File: src/rtl/shared_port_arbiter.sv
// ============================================================================
// Module      : shared_port_arbiter
// Description : Two-requester round-robin arbiter that owns the select line of
//               a shared 32-bit port mux. Optional grant timeout under the
//               ARB_TIMEOUT_EN macro.
// Revision    : 1.0 - initial release
// ============================================================================
`default_nettype none

module shared_port_arbiter #(
  parameter int unsigned INIT_PRIORITY  = 0,
  parameter int unsigned TIMEOUT_CYCLES = 16
) (
  input  logic clk,
  input  logic rst_n,
  input  logic req_0,
  input  logic req_1,
  input  logic done,
  output logic grant_0,
  output logic grant_1,
  output logic selector,
  output logic busy,
  output logic timeout
);

  typedef enum logic [1:0] {
    ST_IDLE = 2'd0,
    ST_GNT0 = 2'd1,
    ST_GNT1 = 2'd2
  } state_e;

  localparam logic C_INIT = 1'(INIT_PRIORITY);

  if (INIT_PRIORITY > 1 || TIMEOUT_CYCLES < 1) begin : g_bad_cfg
    $error("shared_port_arbiter: INIT_PRIORITY must be 0/1 and TIMEOUT_CYCLES >= 1");
  end

  state_e state_q, state_d;
  logic   last_q, last_d;
  logic   sel_q, sel_d;
  logic   grant0_q, grant1_q, busy_q;

  logic   w_granted;
  logic   w_owner;
  logic   w_req_own;
  logic   w_req_oth;
  logic   w_expire;
  logic   w_release;
  logic   w_go;
  logic   w_pick;

`ifdef ARB_TIMEOUT_EN
  localparam int unsigned CW = $clog2(TIMEOUT_CYCLES + 1);
  localparam logic [CW-1:0] C_LIMIT = CW'(TIMEOUT_CYCLES - 1);

  logic [CW-1:0] cnt_q, cnt_d;
  logic          timeout_q;

  // An abort at the expiry cycle means the requester already left: no pulse.
  assign w_expire = w_granted && (cnt_q == C_LIMIT) && !done && w_req_own;
`else
  assign w_expire = 1'b0;
`endif

  assign w_granted = (state_q == ST_GNT0) || (state_q == ST_GNT1);
  assign w_owner   = (state_q == ST_GNT1);
  assign w_req_own = w_owner ? req_1 : req_0;
  assign w_req_oth = w_owner ? req_0 : req_1;
  assign w_release = w_granted && (done || !w_req_own || w_expire);

  always_comb begin
    w_go    = 1'b0;
    w_pick  = sel_q;
    last_d  = last_q;
    case (state_q)
      ST_IDLE: begin
        if (req_0 && req_1) begin
          w_go   = 1'b1;
          w_pick = ~last_q;
        end else if (req_0 || req_1) begin
          w_go   = 1'b1;
          w_pick = req_1;
        end
      end
      ST_GNT0, ST_GNT1: begin
        if (w_release) begin
          last_d = w_owner;
          if (w_req_oth) begin
            w_go   = 1'b1;
            w_pick = ~w_owner;
          end else if (w_req_own) begin
            w_go   = 1'b1;
            w_pick = w_owner;
          end
        end else begin
          w_go   = 1'b1;
          w_pick = w_owner;
        end
      end
      default: begin
        w_go = 1'b0;
      end
    endcase
  end

  always_comb begin
    state_d = ST_IDLE;
    sel_d   = sel_q;
    if (w_go) begin
      state_d = w_pick ? ST_GNT1 : ST_GNT0;
      sel_d   = w_pick;
    end
  end

`ifdef ARB_TIMEOUT_EN
  // Counter restarts on every grant entry, including back-to-back re-grants.
  always_comb begin
    cnt_d = cnt_q;
    if (w_go && (!w_granted || w_release)) begin
      cnt_d = '0;
    end else if (w_granted && !w_release) begin
      cnt_d = cnt_q + CW'(1);
    end
  end
`endif

  always_ff @(posedge clk or negedge rst_n) begin
    if (!rst_n) begin
      state_q   <= ST_IDLE;
      last_q    <= ~C_INIT;
      sel_q     <= C_INIT;
      grant0_q  <= 1'b0;
      grant1_q  <= 1'b0;
      busy_q    <= 1'b0;
`ifdef ARB_TIMEOUT_EN
      cnt_q     <= '0;
      timeout_q <= 1'b0;
`endif
    end else begin
      state_q   <= state_d;
      last_q    <= last_d;
      sel_q     <= sel_d;
      grant0_q  <= (state_d == ST_GNT0);
      grant1_q  <= (state_d == ST_GNT1);
      busy_q    <= (state_d != ST_IDLE);
`ifdef ARB_TIMEOUT_EN
      cnt_q     <= cnt_d;
      timeout_q <= w_expire;
`endif
    end
  end

  assign grant_0  = grant0_q;
  assign grant_1  = grant1_q;
  assign selector = sel_q;
  assign busy     = busy_q;

`ifdef ARB_TIMEOUT_EN
  assign timeout = timeout_q;
`else
  assign timeout = 1'b0;
`endif

endmodule

`default_nettype wire

File: config.mk
export PLATFORM = sky130hd
export DESIGN_NAME = shared_port_arbiter
export DESIGN_NICKNAME = d
export VERILOG_FILES = /design/src/rtl/shared_port_arbiter.sv
export SDC_FILE = /design/constraint.sdc
export NUM_CORES = 1
export LEC_CHECK = 0
export ABC_AREA = 1
export BUFFER_PORTS_ARGS = -buffer_cell sky130_fd_sc_hd__buf_2
export CORE_AREA = 2 2 39 41
export DETAILED_ROUTE_END_ITERATION = 8
export DIE_AREA = 0 0 41 43
export GPL_ROUTABILITY_DRIVEN = 0
export SLEW_MARGIN = 20
export SYNTH_ARGS = -nofsm -noshare
export SYNTH_HDL_FRONTEND = slang
export SYNTH_SLANG_ARGS = --single-unit
File: constraint.sdc
create_clock -name clk -period 3.9 [get_ports clk]
set_clock_uncertainty 0.05 [all_clocks]
set_input_delay 0 -clock clk [delete_from_list [all_inputs] [get_ports clk]]
set_output_delay 0 -clock clk [all_outputs]
set_load 0.005 [all_outputs]
==> flow_summary.toml <==
[layout]
antenna_cells = 0
post-route-util_pct = 33.5
layout.cells.non_filler = 75
post-route-cell-area_um2 = 464
area_growth_pct = 23.7
num-nets-final = 69
drive_above_1_share_pct = 28.8
final.fill_count = 150

[global_routing]
grtUsageMet3_pct = 0
grt_antenna_before_repair = 0
grt_use_met2_pct = 13.4
met1_usage_pct = 13.0
grt_pass1_vias = 306
grt_max_degree = 7
grt.overflow.total = 0
grt_pass1_wl_mm = 1.10
grt_usage_pct = 8.92
grt_busiest_layer = "met2"

[power]
clkPwrFrac_pct = 17.9
sw_frac_of_total_pct = 40.9
leakage_nw = 0.261
p_comb_share_pct = 53.8
power.density_nw_per_um2 = 698
switching_power_mw = 0.133
total_power_mw = 0.324
p_int_mw = 0.191
seqPwrFrac_pct = 28.3
ir_worst_vdd_mv = 0.298

[setup_path]
cp-start-kind = "register"
max_stage_delay_ns = 0.41
crit_type = "reg -> reg"
worstPathArrival_ns = 1.49
worst_path_max_delay_cell = "dfrtp_1"
cp_top_family = "flip-flops"
end_kind = "register"
worstPathRequired_ns = 3.97
cp_num_buf_inv = 2
crit_fanout = 5
cp_cell_sequence = "inv_1 -> ha_1 -> nor2_1 -> nor3_4 -> inv_1 -> nand2_1 -> nand2_1"

[floorplanning]
ios = 10
initial_core_util_pct = 27.1
core_um2 = 1380
rows = 14
die-area_um2 = 1760
fp.dieW_um = 41
die_height_um = 43

[timing]
fin_hold_ws_ns = 0.0657
final-setup-viol-count = 0
rsz0062_at_grt = "no"
final_hold_viol_count = 0
period_share_pct = 36.4
fmax_mhz = 705
fin_ws_ns = 2.48
tns_ns = 0
period_needed_ns = 1.42
slew_viol_final = 0

[clocking]
cts.clk_slew.worst_paths_ns = 0.04
clk_latency_ns = 0.23
cts.sinks = 5
cts_buffers = 3
cts_buffer_depth = 2
cts_resized = 0
htree_levels = 1
cts_tree = "yes"
post-cts-setup-buffers = 0
cts_hold_buf = 1
cts_root_buf = "clkbuf_4"

[status]
outcome = "finished, final reports clean"

[yosys]
synth_cell_types = 19
yosysWarnings = 0
synth_common_cells = "nand2_1, inv_1, dfrtp_1, ha_1"
synth_area_um2 = 375
synth_edf_count = 0
synth_flop_cell = "dfrtp_1"
ys_seq_elements = 5
synth_nets = 56
synth.largest_area_cell = "dfrtp_1"
synth_area_leaders = "dfrtp_1, ha_1, nand2_1, inv_1, dfstp_2"
synthArstFlopShare_pct = 100
post-synth-top-count-cell = "nand2_1"
synth_top_cell_area_share_pct = 26.7
synthCells = 47
syn_area_per_cell_um2 = 7.99
ys_seq_area_share_pct = 33.7

[place]
port_buffers = 8
dp_cells = 70
place_area_um2 = 428
pre_cts_ws_ns = 2.48
hpwl_um = 530

[hold_path]
hp-class = "in -> async"

[detailed_routing]
wl_per_cell_um = 8.69
first_iter_violations = 3
drc_errors = 0
antenna_left = 0
vias = 302
dr.pass1.iters = 3
via_per_inst = 4.03
drt_wl_total_um = 652

[job]
maxCapViolCount = 0
==> layout make-up <==
cell class | count | area [um^2] | area share [%]
Multi-Input combinational cell | 31 | 204 | 43.9
Sequential cell | 5 | 126 | 27.2
Timing Repair Buffer | 9 | 50.0 | 10.8
Inverter | 10 | 37.5 | 8.09
Clock buffer | 4 | 26.3 | 5.66
Tap cell | 16 | 20.0 | 4.31
==> path summary, 6_finish.rpt <==
check	cells after the start	to	slack, ns	from
worst max register to register	7	selector$_DFFE_PN0P_	2.48	grant_1$_DFF_PN0_
worst min-delay path	2	selector$_DFFE_PN0P_	0.07	rst_n
worst min register to register	2	selector$_DFFE_PN0P_	0.46	selector$_DFFE_PN0P_
max in group asynchronous	2	last_q$_DFFE_PN1P_	3.53	rst_n
worst max-delay path	7	selector$_DFFE_PN0P_	2.48	grant_1$_DFF_PN0_
min in group clk	3	busy$_DFF_PN0_	0.10	req_1
==> registers in the layout, summed over array words and instances, names as in the netlist <==
| name | count |
|---|---|
| busy | 1 |
| selector | 1 |
| last_q | 1 |
| grant_1 | 1 |
| grant_0 | 1 |
==> cell families after synthesis <==
family | Yosys count | share of synthesized area, %
AOI/OAI and AO/OA | 5 | 8.33
adders and majority gates | 4 | 13.3
buffers and inverters | 11 | 12.0
DFF | 5 | 33.7
muxes | 1 | 3.00
other | 1 | 0.999
and+or+nand+nor | 20 | 28.7
==> worst reg2reg max path: stages, from the launching register on <==
cell and delay, ns:
dfrtp_1 0.41, inv_1 0.06, ha_1 0.32, nor2_1 0.08
nor3_4 0.20, inv_1 0.07, nand2_1 0.06, nand2_1 0.05
==> per-layer routing <==
layer  wire length, um  part of all wire [%]  vias to the layer above
li1                  -                     -                      164
met1               323                    50                      131
met2               309                    47                        7
met3                20                   3.1                        0
met4                 0                     0                        0
met5                 0                     0                        -
==> placed cells by master (no fill, tap or decap), drive strengths merged <==
master,count
mux2,1
dfrtp,4
nor2,2
dfstp,1
clkbuf,4
dlygate4sd3,1
a21boi,1
inv,10
buf,8
conb,1
or2,1
nand3,4
nand2,12
o21ai,2
nor3,1
ha,4
a21oi,2
==> power by group through the flow <==
stage,clock network (mW),registers [mW],logic (mW)
final,0.0580,0.0918,0.174
after floorplan,0,0.0934,0.127
after global placement,0,0.0912,0.174
after global routing,0.0637,0.0949,0.197
after detailed placement,0,0.0923,0.173
after CTS,0.0596,0.0917,0.175
(Power assumes the default switching activity.)
